File: config.mk
export PLATFORM = sky130hd
export DESIGN_NAME = mem_arbiter
export DESIGN_NICKNAME = d
export VERILOG_FILES = /design/src/rtl/mem_arbiter.sv
export SDC_FILE = /design/constraint.sdc
export NUM_CORES = 1
export LEC_CHECK = 0
export ABC_CLOCK_PERIOD_IN_PS = 1700
export BUFFER_PORTS_ARGS = -buffer_cell sky130_fd_sc_hd__clkbuf_2
export CORE_MARGIN = 3
export CORE_UTILIZATION = 42
export DETAILED_ROUTE_END_ITERATION = 10
export GPL_ROUTABILITY_DRIVEN = 0
export PLACE_DENSITY = 0.76
export SYNTH_ARGS = -nofsm -noshare
export SYNTH_HDL_FRONTEND = slang
export SYNTH_SLANG_ARGS = --single-unit
export TNS_END_PERCENT = 50
File: constraint.sdc
create_clock -name clk -period 1.7 [get_ports clk]
set_clock_uncertainty 0.1 [all_clocks]
set_input_delay 0.34 -clock clk [delete_from_list [all_inputs] [get_ports clk]]
set_output_delay 0.34 -clock clk [all_outputs]
set_load 0.005 [all_outputs]
File: src/rtl/mem_arbiter.sv
// rtl/mem_arbiter.sv - round-robin I/D arbiter for a single-port memory with fixed access latency
module mem_arbiter #(
    parameter int ADDR_WIDTH = 16,
    parameter int LATENCY    = 4
) (
    input  logic                  clk,
    input  logic                  rst_n,
    input  logic                  i_req,
    input  logic [ADDR_WIDTH-1:0] i_addr,
    output logic [15:0]           i_rdata,
    output logic                  i_valid,
    input  logic                  d_req,
    input  logic                  d_wr,
    input  logic [ADDR_WIDTH-1:0] d_addr,
    input  logic [15:0]           d_wdata,
    output logic [15:0]           d_rdata,
    output logic                  d_valid,
    output logic                  busy,
    output logic                  mem_enable,
    output logic                  mem_wr,
    output logic [ADDR_WIDTH-1:0] mem_addr,
    output logic [15:0]           mem_data_in,
    input  logic [15:0]           mem_data_out
);

    typedef enum logic [1:0] {IDLE, BUSY, DONE} state_t;

    localparam logic       OWN_I      = 1'b0;
    localparam logic       OWN_D      = 1'b1;
    localparam logic [3:0] COUNT_INIT = 4'(LATENCY - 1);

    state_t                state_q, state_d;
    logic                  owner_q, owner_d;
    logic                  last_q, last_d;
    logic                  wr_q, wr_d;
    logic [ADDR_WIDTH-1:0] addr_q, addr_d;
    logic [15:0]           wdata_q, wdata_d;
    logic [3:0]            count_q, count_d;
    logic [15:0]           i_rdata_q, i_rdata_d;
    logic [15:0]           d_rdata_q, d_rdata_d;
    logic                  grant_d;
    logic                  access;

    always_ff @(posedge clk or negedge rst_n) begin
        if (!rst_n) begin
            state_q   <= IDLE;
            owner_q   <= OWN_I;
            last_q    <= OWN_I;
            wr_q      <= 1'b0;
            addr_q    <= '0;
            wdata_q   <= '0;
            count_q   <= '0;
            i_rdata_q <= '0;
            d_rdata_q <= '0;
        end else begin
            state_q   <= state_d;
            owner_q   <= owner_d;
            last_q    <= last_d;
            wr_q      <= wr_d;
            addr_q    <= addr_d;
            wdata_q   <= wdata_d;
            count_q   <= count_d;
            i_rdata_q <= i_rdata_d;
            d_rdata_q <= d_rdata_d;
        end
    end

    always_comb begin
        state_d = state_q;
        case (state_q)
            IDLE:    if (i_req || d_req) state_d = BUSY;
            BUSY:    if (count_q == 4'd0) state_d = DONE;
            DONE:    state_d = IDLE;
            default: state_d = IDLE;
        endcase
    end

    // D wins a tie unless it was the last one served.
    assign grant_d = d_req && (!i_req || (last_q == OWN_I));

    always_comb begin
        owner_d   = owner_q;
        last_d    = last_q;
        wr_d      = wr_q;
        addr_d    = addr_q;
        wdata_d   = wdata_q;
        count_d   = count_q;
        i_rdata_d = i_rdata_q;
        d_rdata_d = d_rdata_q;
        if (state_q == IDLE && (i_req || d_req)) begin
            owner_d = grant_d;
            last_d  = grant_d;
            wr_d    = grant_d & d_wr;
            addr_d  = grant_d ? {d_addr[ADDR_WIDTH-1:1], 1'b0} : {i_addr[ADDR_WIDTH-1:1], 1'b0};
            wdata_d = grant_d ? d_wdata : 16'h0000;
            count_d = COUNT_INIT;
        end else if (state_q == BUSY) begin
            if (count_q != 4'd0) begin
                count_d = count_q - 4'd1;
            end else if (!wr_q) begin
                if (owner_q == OWN_D) d_rdata_d = mem_data_out;
                else                  i_rdata_d = mem_data_out;
            end
        end
    end

    always_comb begin
        access      = (state_q == BUSY) && (count_q == 4'd0);
        mem_enable  = access;
        mem_wr      = access && wr_q;
        mem_addr    = addr_q;
        mem_data_in = wdata_q;
        busy        = (state_q != IDLE);
        i_valid     = (state_q == DONE) && (owner_q == OWN_I);
        d_valid     = (state_q == DONE) && (owner_q == OWN_D);
        i_rdata     = i_rdata_q;
        d_rdata     = d_rdata_q;
    end

endmodule

### Word-level counts from Yosys, hierarchy flattened

Cells that the tools add are included.

* flip-flop bits (word level): 72
* input bits: 69
* output and inout bits: 69
* logic and storage cells: 45

* add/sub/neg operators: 1
* eq/ne operators: 4
* muxes and demuxes: 8
* bitwise operators: 5
* reductions and logical operators: 19

Operators with widths (count)
* $mux 16: 2
* $mux 4: 3
* $reduce_and 5->1: 2
* $logic_and 1x1->1: 6
* $reduce_bool 2->1: 3
* $logic_not 4->1: 1
* $mux 2: 2
* $ne 2x1->1 const B: 2
* $not 1->1: 4
* $pmux 2 s2: 1
* $reduce_and 2->1: 2
* $reduce_bool 4->1: 1
* $sub 4x1->4 const B: 1
* $eq 2x1->1 const B: 1
* $eq 2x2->1 const B: 1
* $logic_not 2->1: 1
* $logic_or 1x1->1: 2
* $and 1x1->1: 1
* $logic_not 1->1: 1

### Depth between registers and ports, before layout

* word-level depth: 4
* mapped depth: 6
* depth with buffers taken out: 5

### Least setup slack after synthesis

OpenSTA, ideal clock, no wires.

* path type: flip-flop to output port
* start: reg count_q[0]
* end: out mem_wr
* data arrival time: 1.570 ns
* data required time: 1.260 ns
* setup slack: -0.310 ns
* stages on the path, launching flop included: 6
* path buffers: 0
* cells stage by stage: dfrtp_1 > inv_1 > ha_1 > or3b_2 > nor3_1 > and2_1

* cells in the longest elaborated chain, start to end: 3

RTL lines
* start, declared: line 38 `logic [3:0] count_q, count_d;`
* start signal, assigned: line 62 `count_q <= count_d;`
* $logic_not 4->1: line 108 `access = (state_q == BUSY) && (count_q == 4'd0);`
* $logic_and 1x1->1: line 108
* via mem_enable: line 19 `output logic mem_enable,`
* $logic_and 1x1->1: line 110 `mem_wr = access && wr_q;`
* end, declared: line 20 `output logic mem_wr,`

The timed path passes the listed nets, and every way through them passes these cells.

### Worst setup path in the final report

* start: reg count_q[1]
* end: out mem_wr

* cells in the longest elaborated chain, start to end: 3

RTL lines (line)
* $logic_not 4->1: 108
* $logic_and 1x1->1: 108
* $logic_and 1x1->1: 110

Every way passes these cells.

==> results by group <==
Synthesis
  – Sequential area share after synthesis: 59.8%
  – Summed instance area of the synthesized netlist: 0.00297 mm²
  – Number of cells produced by synthesis: 237
  – Post-Syn Area per Cell: 12.5 µm²
  – Mapped Nets: 307
  – Synthesis warning total: 0
  – Number of different library cells in the post-synthesis netlist: 35
  – FF+latch count, synth: 71

Layout
  – Final Non-Filler Cells: 495
  – Final net count: 464
  – Count of fill cells added during filler insertion: 575
  – Most frequent standard cell in the layout excluding fill and tap cells: sky130_fd_sc_hd__clkbuf_2
  – Fraction of final layout cells with drive strength greater than 1: 56.9%
  – Number of antenna diodes: 0
  – Total non-filler cell area in the finished layout: 0.00428 mm²
  – Core Util, Final: 62.7%
  – Area grow syn2layout: 44.1%
  – Most used cells in the layout excluding fill and tap cells: 132 x sky130_fd_sc_hd__clkbuf_2, 70 x sky130_fd_sc_hd__dfrtp_1, 33 x sky130_fd_sc_hd__nand2_1

Drt
  – Overall routed net length: 7160 µm
  – Post-route DRC violation count: 0
  – Detailed route wirelength on metal3: 482 µm
  – Highest signal layer in the routed design: met4
  – Residual antenna-violating net count after detailed routing: 0
  – Vias after detailed routing: 2,447
  – Detailed-route wire length per cell: 14.5 µm
  – Wire length on met1: 3120 µm
  – Number of iterations in the first detailed-routing pass: 4
  – Routed vias/inst: 4.94
  – Initial detailed-routing violation count: 79
  – Length of routed met2 wiring: 3490 µm

Critical path
  – Kind of cell adding the most delay to the critical path: simple AND/OR/NAND/NOR gates
  – Crit path kind: reg -> out
  – Worst-case register-to-register setup slack: -0.12 ns
  – Depth of the worst register-to-register path: 8
  – Endpoint class of the critical path: output pin
  – Cells along the critical path: inv_2, ha_4, or3b_4, nor3_4, and2_1, clkbuf_2
  – Slowest CP cell: sky130_fd_sc_hd__dfrtp_1
  – Crit Path Max Fanout: 2
  – Number of buffer and inverter stages on the critical path: 2
  – Worst endpoint data arrival time: 1.69 ns
  – Peak per-stage delay on the critical path: 0.39 ns
  – Worst reg2reg path startpoint: count_q[1]
  – Required time of the worst setup path: 1.26 ns
  – RR Endpoint: i_rdata[6]
  – Startpoint class of the critical path: register

Hold path
  – Worst hold stages: 2
  – Hold-critical path endpoint: mem_data_in[6]
  – Worst Min Path Start: d_wdata[6]
  – Worst Hold Class: in -> reg

Pwr
  – Relative contribution of the clock network to total power: 19.8%
  – Power density of the placed cells: 1800 mW/mm²
  – Net switching share of the total power: 33.2%
  – Power share of the combinational group: 40.7%
  – Static leakage: 2.19 nW
  – IR Drop Worst-Case VDD: 0.783 mV
  – Internal power of the cells: 5.16 mW
  – Switching power summed over all nets: 2.56 mW
  – Total power: 7.72 mW
  – Share of total power in sequential cells: 39.5%

Timing
  – Share of the clock period used by the worst path: 125%
  – Clock period minus worst slack: 2.13 ns
  – Hold Fails Final Rpt: 0
  – Unrepaired setup endpoints after global routing: yes
  – Count of endpoints failing setup in the final report: 20
  – Final WS setup: -0.431 ns
  – Max Freq: 469 MHz
  – Number of slew-limit violations in the final report: 0
  – Sum of negative setup slack: -1.95 ns

Floorplan
  – Die height: 90.1 µm
  – Chip Width: 90.1 µm
  – Placeable Area: 0.00683 mm²
  – Starting density of the core: 43.5%
  – Count of pins on the block boundary: 138
  – Total die area: 0.00812 mm²
  – Standard-cell row count: 30

Placed design
  – Placed instance area: 0.00388 mm²
  – Cell total after placement: 468
  – Detailed-placement wirelength estimate: 4950 µm
  – Port Buf Inserts: 134

Clock network
  – TritonCTS buffer count: 9
  – Clock transition at the registers of the reported paths: 0.08 ns
  – Buffer type at the clock tree root: sky130_fd_sc_hd__clkbuf_8
  – Clock Sinks: 71
  – H-tree Lvls: 3
  – Worst-Skew Late Latency: 0.33 ns
  – Clock tree from TritonCTS: done
  – Maximum buffer depth of the clock tree: 2

Global routing
  – Wire length of the first global-routing pass: 11,900 µm
  – Vias in the first global route: 2,401
  – GRT Overall Usage: 18.1%
  – Antenna violations before repair: 0
  – Total overflow reported by the global router: 0
  – Maximum number of pins on one net before global-route repair: 72

Run
  – Max-Cap Viols: 0

Outcome
  – Result of the run: finished, violations left
  – Failing checks: negative setup slack
## cells by family after synthesis
logic type,share of synthesized area [%]
buffers and inverters,4.17
multiplexers,12.8
other,0.126
adder cells (fa/ha/maj),0.421
AO/OA/AOI/OAI,12.8
AND/OR/NAND/NOR,9.89
flip-flops,59.8
## cell usage after synthesis (all sizes together)
cell type / number / area share (%)
dfrtp: 71 / 60
nand2: 33 / 4.2
mux2: 32 / 12
a22o: 17 / 5.0
a21oi: 16 / 2.7
a31oi: 15 / 3.2
buf: 12 / 3.0
nor3: 7 / 1.7
clkbuf: 5 / 0.63
inv: 4 / 0.50
nor3b: 3 / 1.1
o21ai: 3 / 0.50
and2: 2 / 0.42
mux2i: 2 / 0.67
a21bo: 1 / 0.34
a21boi: 1 / 0.25
a21o: 1 / 0.25
a31o: 1 / 0.29
and2b: 1 / 0.25
and3: 1 / 0.21
conb: 1 / 0.13
ha: 1 / 0.42
nand3: 1 / 0.17
nand3b: 1 / 0.67
nand4: 1 / 0.42
nor2: 1 / 0.21
o311a: 1 / 0.34
or2: 1 / 0.21
or3b: 1 / 0.29
## what timing repair did
item,in CTS,in global routing
setup buffers,8,4
hold buffers,1,0
setup endpoints to repair,21,37
gates cloned,1,0
gates resized for setup,18,6
endpoints found under the hold margin,71,0
pin swaps,2,3
## power by group through the flow
stage	logic, mW	registers, mW	clock network [mW]
3_3_place_gp	2.81	3.01	0
4_1_cts	3.15	3.04	1.57
6_report	3.14	3.05	1.53
3_5_place_dp	2.89	3.05	0
5_1_grt	3.44	3.15	1.66
2_1_floorplan	1.54	3.01	0
## flip-flops by register name (all words and copies together) (netlist names)
signal and count:
i_rdata 16, mem_data_in 16, state_q 2, wr_q 1
mem_addr 15, last_q 1, count_q 4, d_rdata 16
## metrics by stage
step / hold WS [ns] / worst slack (ns)
finish: 0.123 / -0.431
global route: 0.0998 / -0.544
CTS: 0.105 / -0.455
detailed placement: 0.297 / -0.0866
global placement: 0.293 / -0.0762
floorplan: -0.0556 / -0.0679
## final cells by class
class	count	area (µm²)	area share, %
timing repair buffer	163	982	22.9
sequential	71	1780	41.5
tap	96	120	2.80
clock inverter	7	104	2.42
multi-input combinational	145	1160	27.1
clock buffer	9	124	2.89
inverter	4	15.0	0.350
## worst reg2reg max path: stages (launching register included)
cell and delay, ns:
sky130_fd_sc_hd__dfrtp_1 0.39, sky130_fd_sc_hd__inv_2 0.08, sky130_fd_sc_hd__ha_4 0.13, sky130_fd_sc_hd__buf_4 0.11, sky130_fd_sc_hd__nand3b_4 0.08, sky130_fd_sc_hd__nor3b_4 0.23, sky130_fd_sc_hd__buf_6 0.15, sky130_fd_sc_hd__buf_16 0.12
sky130_fd_sc_hd__mux2_2 0.34
## worst max-delay path by stage
| stage | startpoint | endpoint | slack (ns) | cells after the start |
|---|---|---|---|---|
| floorplan | count_q[1] | i_rdata[10] | -0.07 | 6 |
| global route | count_q[1] | mem_wr | -0.54 | 6 |
| CTS | count_q[1] | mem_wr | -0.45 | 6 |
| detailed placement | count_q[1] | mem_wr | -0.09 | 6 |
| global placement | count_q[1] | mem_wr | -0.08 | 6 |
| finish | count_q[1] | mem_wr | -0.43 | 6 |
## layer usage
| metal | vias to the layer above | track usage, % |
|---|---|---|
| met5 | - | 0 |
| met4 | 0 | 4.72 |
| met3 | 6 | 6.44 |
| met2 | 91 | 28.9 |
| met1 | 1188 | 23.4 |
| li1 | 1162 | - |
(Power assumes the default switching activity.)
